<file path="src/rtl/la_ioring_seq.sv">
// Power sequencer for a sectioned IO ring: ordered switch-on / de-isolate,
// reverse-order power-down, and a sticky all-off fault on pgood timeout or loss.
module la_ioring_seq #(
  parameter PROP = "DEFAULT",
  parameter int NSEC = 4,
  parameter int RINGW = 8,
  parameter int CNTW = 16,
  parameter int TIMEOUT = 1000,
  parameter int SETTLE = 16,
  localparam int IDXW = (NSEC > 1) ? $clog2(NSEC) : 1
) (
  input  logic             clk,
  input  logic             reset,
  input  logic             en,
  input  logic             clr_fault,
  input  logic [NSEC-1:0]  pgood,
  input  logic [RINGW-1:0] cfg,
  output logic [NSEC-1:0]  sw_en,
  output logic [NSEC-1:0]  iso,
  output logic [RINGW-1:0] ioring,
  output logic             ready,
  output logic             busy,
  output logic             fault,
  output logic [IDXW-1:0]  fault_idx
);

  typedef enum logic [2:0] {
    OFF       = 3'd0,
    UP_WAIT   = 3'd1,
    UP_SETTLE = 3'd2,
    ON        = 3'd3,
    DN_ISO    = 3'd4,
    DN_WAIT   = 3'd5,
    FAULT     = 3'd6
  } state_t;

  localparam logic [CNTW-1:0] TO_LAST  = CNTW'(TIMEOUT - 1);
  localparam logic [CNTW-1:0] ST_LAST  = CNTW'(SETTLE - 1);
  localparam logic [IDXW-1:0] IDX_LAST = IDXW'(NSEC - 1);
  localparam logic [IDXW-1:0] IDX_ZERO = {IDXW{1'b0}};
  localparam logic [CNTW-1:0] CNT_ZERO = {CNTW{1'b0}};
  localparam logic [CNTW-1:0] CNT_ONE  = CNTW'(1);

  state_t state, state_next;
  logic [IDXW-1:0]  idx, idx_n;
  logic [CNTW-1:0]  cnt, cnt_n;
  logic [NSEC-1:0]  pgood_m, pgood_s;
  logic [NSEC-1:0]  sw_en_n, iso_n;
  logic [RINGW-1:0] ioring_n;
  logic             ready_n, busy_n, fault_n;
  logic [IDXW-1:0]  fault_idx_n;
  logic             loss;
  logic [IDXW-1:0]  loss_idx;

  // Alternative synchronizer cells for non-default PROP values slot in here.
  if (PROP == "DEFAULT") begin : g_sync_std
    always_ff @(posedge clk) begin
      if (reset) begin
        pgood_m <= {NSEC{1'b0}};
        pgood_s <= {NSEC{1'b0}};
      end else begin
        pgood_m <= pgood;
        pgood_s <= pgood_m;
      end
    end
  end else begin : g_sync_cell
    always_ff @(posedge clk) begin
      if (reset) begin
        pgood_m <= {NSEC{1'b0}};
        pgood_s <= {NSEC{1'b0}};
      end else begin
        pgood_m <= pgood;
        pgood_s <= pgood_m;
      end
    end
  end

  always_ff @(posedge clk) begin
    if (reset) begin
      state     <= OFF;
      idx       <= IDX_ZERO;
      cnt       <= CNT_ZERO;
      sw_en     <= {NSEC{1'b0}};
      iso       <= {NSEC{1'b1}};
      ioring    <= {RINGW{1'b0}};
      ready     <= 1'b0;
      busy      <= 1'b0;
      fault     <= 1'b0;
      fault_idx <= IDX_ZERO;
    end else begin
      state     <= state_next;
      idx       <= idx_n;
      cnt       <= cnt_n;
      sw_en     <= sw_en_n;
      iso       <= iso_n;
      ioring    <= ioring_n;
      ready     <= ready_n;
      busy      <= busy_n;
      fault     <= fault_n;
      fault_idx <= fault_idx_n;
    end
  end

  // A section counts as already up below idx while powering up, and everywhere in ON.
  always_comb begin
    loss     = 1'b0;
    loss_idx = IDX_ZERO;
    for (int k = NSEC - 1; k >= 0; k--) begin
      if (!pgood_s[k] &&
          ((state == ON) ||
           (((state == UP_WAIT) || (state == UP_SETTLE)) && (IDXW'(k) < idx)))) begin
        loss     = 1'b1;
        loss_idx = IDXW'(k);
      end else begin
        loss     = loss;
        loss_idx = loss_idx;
      end
    end
  end

  always_comb begin
    state_next = state;
    case (state)
      OFF: begin
        if (en && !fault) state_next = UP_WAIT;
        else              state_next = OFF;
      end
      UP_WAIT: begin
        if (loss)                 state_next = FAULT;
        else if (!en)             state_next = DN_ISO;
        else if (pgood_s[idx])    state_next = UP_SETTLE;
        else if (cnt == TO_LAST)  state_next = FAULT;
        else                      state_next = UP_WAIT;
      end
      UP_SETTLE: begin
        if (loss)                 state_next = FAULT;
        else if (!en)             state_next = DN_ISO;
        else if (cnt == ST_LAST)  state_next = (idx == IDX_LAST) ? ON : UP_WAIT;
        else                      state_next = UP_SETTLE;
      end
      ON: begin
        if (loss)      state_next = FAULT;
        else if (!en)  state_next = DN_ISO;
        else           state_next = ON;
      end
      DN_ISO: state_next = DN_WAIT;
      DN_WAIT: begin
        if (cnt == ST_LAST) state_next = (idx == IDX_ZERO) ? OFF : DN_ISO;
        else                state_next = DN_WAIT;
      end
      FAULT: begin
        if (clr_fault && !en) state_next = OFF;
        else                  state_next = FAULT;
      end
      default: state_next = FAULT;
    endcase
  end

  // Next values of every registered output, derived from the current edge's transition.
  always_comb begin
    idx_n       = idx;
    cnt_n       = cnt;
    sw_en_n     = sw_en;
    iso_n       = iso;
    fault_n     = fault;
    fault_idx_n = fault_idx;
    case (state)
      OFF: begin
        idx_n = IDX_ZERO;
        cnt_n = CNT_ZERO;
        if (state_next == UP_WAIT) sw_en_n[0] = 1'b1;
        else                       sw_en_n    = sw_en;
      end
      UP_WAIT: begin
        if (state_next == UP_WAIT) cnt_n = cnt + CNT_ONE;
        else                       cnt_n = CNT_ZERO;
      end
      UP_SETTLE: begin
        if (state_next == UP_SETTLE) begin
          cnt_n = cnt + CNT_ONE;
        end else if ((state_next == UP_WAIT) || (state_next == ON)) begin
          iso_n[idx] = 1'b0;
          cnt_n      = CNT_ZERO;
          if (state_next == UP_WAIT) begin
            idx_n          = idx + IDXW'(1);
            sw_en_n[idx_n] = 1'b1;
          end else begin
            idx_n = idx;
          end
        end else begin
          cnt_n = CNT_ZERO;
        end
      end
      ON: begin
        if (state_next == DN_ISO) idx_n = IDX_LAST;
        else                      idx_n = idx;
      end
      DN_ISO: begin
        iso_n[idx] = 1'b1;
        cnt_n      = CNT_ZERO;
      end
      DN_WAIT: begin
        if (cnt == ST_LAST) begin
          sw_en_n[idx] = 1'b0;
          cnt_n        = CNT_ZERO;
          if (idx != IDX_ZERO) idx_n = idx - IDXW'(1);
          else                 idx_n = idx;
        end else begin
          cnt_n = cnt + CNT_ONE;
        end
      end
      FAULT: begin
        if (state_next == OFF) begin
          fault_n = 1'b0;
          idx_n   = IDX_ZERO;
          cnt_n   = CNT_ZERO;
        end else begin
          fault_n = 1'b1;
        end
      end
      default: begin
        idx_n = IDX_ZERO;
        cnt_n = CNT_ZERO;
      end
    endcase

    // Fault entry forces the ring safe on the very edge it is detected.
    if (state_next == FAULT) begin
      sw_en_n = {NSEC{1'b0}};
      iso_n   = {NSEC{1'b1}};
      cnt_n   = CNT_ZERO;
      fault_n = 1'b1;
      if (state != FAULT) fault_idx_n = loss ? loss_idx : idx;
      else                fault_idx_n = fault_idx;
    end else begin
      fault_idx_n = fault_idx;
    end

    ready_n  = (state_next == ON);
    busy_n   = (state_next == UP_WAIT) || (state_next == UP_SETTLE) ||
               (state_next == DN_ISO)  || (state_next == DN_WAIT);
    if ((state == ON) && (state_next == ON)) ioring_n = cfg;
    else                                     ioring_n = {RINGW{1'b0}};
  end

endmodule

</file>
<file path="config.mk">
export PLATFORM = sky130hd
export DESIGN_NAME = la_ioring_seq
export DESIGN_NICKNAME = d
export VERILOG_FILES = /design/src/rtl/la_ioring_seq.sv
export SDC_FILE = /design/constraint.sdc
export NUM_CORES = 1
export LEC_CHECK = 0
export CAP_MARGIN = 20
export CORE_MARGIN = 4
export CORE_UTILIZATION = 40
export CTS_BUF_LIST = sky130_fd_sc_hd__clkbuf_16
export DETAILED_ROUTE_END_ITERATION = 16
export DONT_BUFFER_PORTS = 1
export HOLD_SLACK_MARGIN = 0.12
export PLACE_DENSITY = 0.6
export SYNTH_ARGS = -nofsm -noshare
export SYNTH_HDL_FRONTEND = slang
export SYNTH_SLANG_ARGS = --single-unit
export TNS_END_PERCENT = 100
</file>
<file path="constraint.sdc">
create_clock -name clk -period 4.74 [get_ports clk]
set_input_delay 0.711 -clock clk [delete_from_list [all_inputs] [get_ports clk]]
set_output_delay 0.711 -clock clk [all_outputs]
set_load 0.01 [all_outputs]
</file>
==> reports/metrics.yaml, run 1 <==
worst_setup_path:
  startpoint: "idx[1]"
  critical_path_class: "reg2reg"
  reg2reg_setup_slack_ps: 1200
  r2r_cells: 10
  cp_slowest_stage_delay_ps: 720
  cp-start-kind: "flop"
  crit_buf_inv: 2
  worstPathCellList: "inv_1, ha_1, inv_2, maj3_2, a22oi_4, a311o_2, or3b_4, o311ai_4, nand2_4, o311ai_2"
  rr_endpoint: "cnt[13]"
  cp_max_fo: 18
  regToRegStartpoint: "idx[1]"
  crit_family: "compound AO/OA/AOI/OAI gates"
  cp.arrival_ps: 3730
  required_ps: 4940
  cp_slowest_cell: "o311ai_4"
  worst_setup_path_end_kind: "flop"
pwr:
  power.density_nw_per_um2: 397.7
  pwr-share-comb_pct: 22.9
  leakage_nw: 1.100
  p_seq_share_pct: 41.7
  p_int_mw: 0.7904
  power_frac_clock_pct: 35.4
  power.switching_mw: 0.3585
  switching_share_pct: 31.20
  ir_drop_mv: 0.1712
floorplanning:
  die_area_um2: 8025
  fp-row-count: 29
  coreArea_um2: 6422
  boundaryPins: 37
  fp.dieW_um: 89.59
  start_util_pct: 41.46
  die_h_um: 89.59
clock_network:
  clkSinkCount: 50
  cts_tree: "yes"
  numCtsBuffers: 5
  clockBufferDepth: 2
  h-tree-depth: 2
  cts_hold_buf: 0
  clock_latency_ps: 290
  post-cts-setup-buffers: 0
  cts_resized: 0
  clk_pin_slew_worst_paths_ps: 70
  root_buffer: "clkbuf_16"
min_path:
  hold_depth: 1
  hold_start: "pgood_m[2]"
  hold_end: "pgood_s[2]"
  worstHoldPathType: "reg2reg"
yosys:
  yosys.cell_count.top_type: "dfxtp_1"
  ys_seq_area_share_pct: 37.59
  synth_top_area_share_pct: 37.59
  synthDistinctLibCells: 64
  yosys_warnings: 0
  synth_top_cell_by_area: "dfxtp_1"
  synth_nets: 325
  ys_top_cells_by_count: "dfxtp_1 (50), nor2_1 (30), nand2_1 (21)"
  synth_area_leaders: "dfxtp_1 (38%), ha_1 (4.2%), nor2_1 (4.2%), and3_1 (3.3%), nand2_1 (3.0%)"
  synthArstFlopShare_pct: 0
  ys_seq_elements: 50
  synthCells: 300
  synth_edf_count: 0
  synth_ff_type: "dfxtp_1"
  avgSynthCellArea_um2: 8.875
  syn_area_um2: 2663
route:
  ant_nets: 0
  drc: 0
  routed_via_density: 6.024
  detail_route.wirelength_um: 6225
  wl_per_cell_um: 16.51
  num_vias: 2271
  drt_iter0_drc: 188
  first_pass_iters: 4
timing:
  finalCritPeriodShare_pct: 74.60
  rsz0062_at_grt: "no"
  worst_slew_pin_slew_ps: 858.5
  finalHoldViolations: 0
  max_freq_mhz: 282.8
  hold_ws_ps: 435.8
  setup_tns_ps: 0
  setup_viol: 0
  skew_ps: 5.371
  slew_headroom_pct: 42.63
  min_period_ps: 3536
  drv_slew: 0
finish:
  fill_cells: 617
  fin_util_pct: 44.98
  seq_area_um2: 1001
  num_antenna_cells: 0
  drive_gt1_share_pct: 11.67
  syn_to_final_growth_pct: 8.506
  multi_input_area_um2: 1551
  fin_nets: 324
global_routing:
  grt_use_total_pct: 16.28
  grt_max_degree: 24
  antenna_found_initial: 0
  grt_pass1_wl_um: 10130
  first_global_vias: 2039
  grt_overflow_total: 0
place:
  port-buffer-count: 0
  place.gp.congestion: 0.8601
  hpwlAfterDp_um: 4440
run:
  drv_cap: 0
outcome:
  status: "finished clean"
==> area by class of cell <==
type	count	share of cell area (%)
multi-input combinational	225	53.70
sequential	50	34.65
clock buffer	5	4.331
tap	77	3.335
inverter	15	1.949
clock inverter	3	1.516
timing repair buffer	2	0.5197
==> state kept, by name, indices dropped and copies added (netlist names), named ones only <==
signal,cells
busy,1
cnt,16
fault,1
fault_idx,2
idx,2
ioring,8
pgood_m,4
pgood_s,4
ready,1
state,3
sw_en,4
==> power by group through the flow <==
stage               clock network (mW)  registers, mW  logic (mW)
detailed placement                   0          0.488       0.255
global placement                     0          0.489       0.257
finish                           0.407          0.479       0.263
floorplan                            0          0.466       0.227
global route                     0.436          0.485       0.286
CTS                              0.417          0.479       0.258
==> layout by cell type, fill, tap and decap left out, drive strengths merged, types with 2 or more instances in the layout <==
master,count
nand2,23
nand4,10
inv,16
a311o,5
o221ai,2
a21boi,4
nor2,33
or2,2
nand3,10
a21oi,12
and2,6
o22ai,2
clkbuf,5
ha,9
o211ai,10
nor3b,2
nand2b,5
o21ai,12
and4,5
buf,2
a221o,3
o21bai,2
nor2b,10
and3,14
nor3,6
a31oi,3
a22oi,5
dfxtp,50
o311ai,5
a211oi,3
o21a,2
a221oi,2
==> cell families after synthesis <==
logic type	after synthesis	share of synthesized area, %
AND/OR/NAND/NOR	132	27.02
AO/OA/AOI/OAI	81	25.42
flip-flops	50	37.59
buffers and inverters	25	4.135
adder cells (fa/ha/maj)	10	4.652
XOR/XNOR	1	0.3290
multiplexers	1	0.8458
==> worst max path at each step <==
stage	to	cells past startpoint	slack, ps
after global placement	cnt[12]	10	1380
after global routing	cnt[13]	10	1020
after floorplan	cnt[7]	10	1860
after detailed placement	cnt[11]	10	1270
final	cnt[13]	10	1200
after CTS	cnt[13]	10	1240
==> through the flow <==
stage / cells / worst slack [ps] / instance area, µm² / total power [mW]
after floorplan: 300 / 1858 / 2663 / 0.6928
after global placement: 369 / 1380 / 2720 / 0.7456
after detailed placement: 369 / 1271 / 2720 / 0.7436
after CTS: 377 / 1244 / 2889 / 1.154
after global routing: 377 / 1017 / 2889 / 1.207
final: 377 / 1204 / 2889 / 1.149
==> layer usage <==
metal  vias to the layer above  global-route usage (%)  share of wire [%]
met1                      1057                   24.50                 49
met4                         0                   4.871                1.2
met2                        92                   22.27                 42
li1                       1116                       -                  -
met5                         -                       0                  0
met3                         6                   4.653                8.4
Note: power is estimated with default switching activity, not from simulation.
==> run 2: changes to the inputs <==
- clock period: 4.74 -> 3.49 ns (I/O delays scaled with it)
==> reports/metrics.yaml, run 2 (synthesized netlist as in run 1, its figures left out) <==
global_routing:
  grt_max_degree: 20
  grt_use_total_pct: 16.69
  antenna_found_initial: 0
  first_global_vias: 2123
  grt_pass1_wl_um: 10590
  grt_overflow_total: 0
timing:
  min_period_ps: 3233
  setup_tns_ps: 0
  hold_ws_ps: 300.4
  setup_viol: 0
  max_freq_mhz: 309.3
  skew_ps: 6.555
  finalHoldViolations: 0
  worst_slew_pin_slew_ps: 688.8
  rsz0062_at_grt: "no"
  fin_ws_ps: 257.3
  slew_headroom_pct: 53.73
  finalCritPeriodShare_pct: 92.63
  drv_slew: 0
floorplanning:
  fp.dieW_um: 89.59
  die_area_um2: 8025
  die_h_um: 89.59
  start_util_pct: 41.46
  boundaryPins: 37
  fp-row-count: 29
  coreArea_um2: 6422
pwr:
  leakage_nw: 1.128
  power.density_nw_per_um2: 512.9
  power_mw: 1.518
  ir_drop_mv: 0.3013
worst_setup_path:
  worstPathCellList: "inv_1, ha_1, inv_2, maj3_2, a22oi_4, a31oi_1, a221oi_4, a31oi_2, o21a_1, a221o_1"
  reg2reg_setup_slack_ps: 260
  r2r_cells: 10
  cp_max_fo: 9
  crit_family: "compound AO/OA/AOI/OAI gates"
  cp_slowest_cell: "a221oi_4"
  rr_endpoint: "cnt[7]"
  crit_buf_inv: 2
  regToRegStartpoint: "idx[1]"
  cp-start-kind: "flop"
  cp_slowest_stage_delay_ps: 420
  required_ps: 3670
  worst_setup_path_end_kind: "flop"
  critical_path_class: "reg2reg"
  cp.arrival_ps: 3410
route:
  first_pass_iters: 5
  routed_via_density: 5.886
  wl_per_cell_um: 16.29
  num_vias: 2266
  drt_iter0_drc: 192
  drc: 0
  ant_nets: 0
  detail_route.wirelength_um: 6270
clock_network:
  clkSinkCount: 50
  root_buffer: "clkbuf_16"
  clock_latency_ps: 280
  numCtsBuffers: 5
  h-tree-depth: 2
  clockBufferDepth: 2
  cts_tree: "yes"
  clk_pin_slew_worst_paths_ps: 70
  post-cts-setup-buffers: 0
finish:
  fin_nets: 332
  mostFrequentLayoutCells: "dfxtp_1 (50), nor2_1 (30), nand2_1 (20)"
  drive_gt1_share_pct: 14.61
  largest_register_ffs: 16
  top_regs: "cnt x16, ioring x8"
  syn_to_final_growth_pct: 11.14
  num_antenna_cells: 0
  fill_cells: 627
  layout_commonest_cell: "dfxtp_1"
  largest-register: "cnt"
place:
  port-buffer-count: 0
  place.gp.congestion: 0.8772
  hpwlAfterDp_um: 4617
  dp_slack_ps: 199.3
min_path:
  hold_depth: 1
  hold_end: "pgood_m[0]"
  hold_start: "reset"
  worstHoldPathType: "in2reg"
outcome:
  status: "finished clean"
run:
  drv_cap: 0
## run 2: cell type report
class / count / area (µm²) / share of cell area [%]
clock inverter: 3 / 25.02 / 0.8457
tap: 77 / 96.34 / 3.256
timing repair buffer: 10 / 75.07 / 2.537
inverter: 15 / 56.30 / 1.903
sequential: 50 / 1001 / 33.83
clock buffer: 5 / 125.1 / 4.228
multi-input combinational: 225 / 1580 / 53.40
## run 2: worst max-delay path by stage
stage,start,to,cells past startpoint
floorplan,idx[1],cnt[7],10
global placement,idx[0],cnt[7],10
detailed placement,idx[1],cnt[7],10
CTS,idx[1],cnt[7],10
global route,idx[0],cnt[7],10
finish,idx[1],cnt[7],10
## run 2: repair_timing
action	CTS	global route
hold buffers	0	0
endpoints found under the setup margin	0	2
resized for setup	0	4
## run 2: through the flow
step / utilization, % / std cells / area (µm²)
after floorplan: - / 300 / 2663
after global placement: 43.29 / 377 / 2780
after detailed placement: 43.29 / 377 / 2780
after CTS: 45.63 / 385 / 2930
after global routing: 46.07 / 385 / 2959
final: 46.07 / 385 / 2959
## run 2: worst register-to-register path, cell delays in order (launching register included)
cell      delay (ps)
dfxtp_1          370
inv_1            210
ha_1             330
inv_2             50
maj3_2           340
a22oi_4          280
a31oi_1          200
a221oi_4         420
a31oi_2          290
o21a_1           280
a221o_1          340
## run 2: report_power, final
part / internal (mW) / switching [mW]
logic: 0.152 / 0.243
registers: 0.597 / 0.0408
clock network: 0.269 / 0.215
total: 1.02 / 0.499
## run 2: routing by layer
metal  vias to the layer above  GRT usage [%]  wire, µm
li1                       1128              -         -
met1                      1061          25.01      2981
met2                        71          23.94      2689
met3                         6          3.923       535
met4                         0          4.195        63
met5                         -              0         0
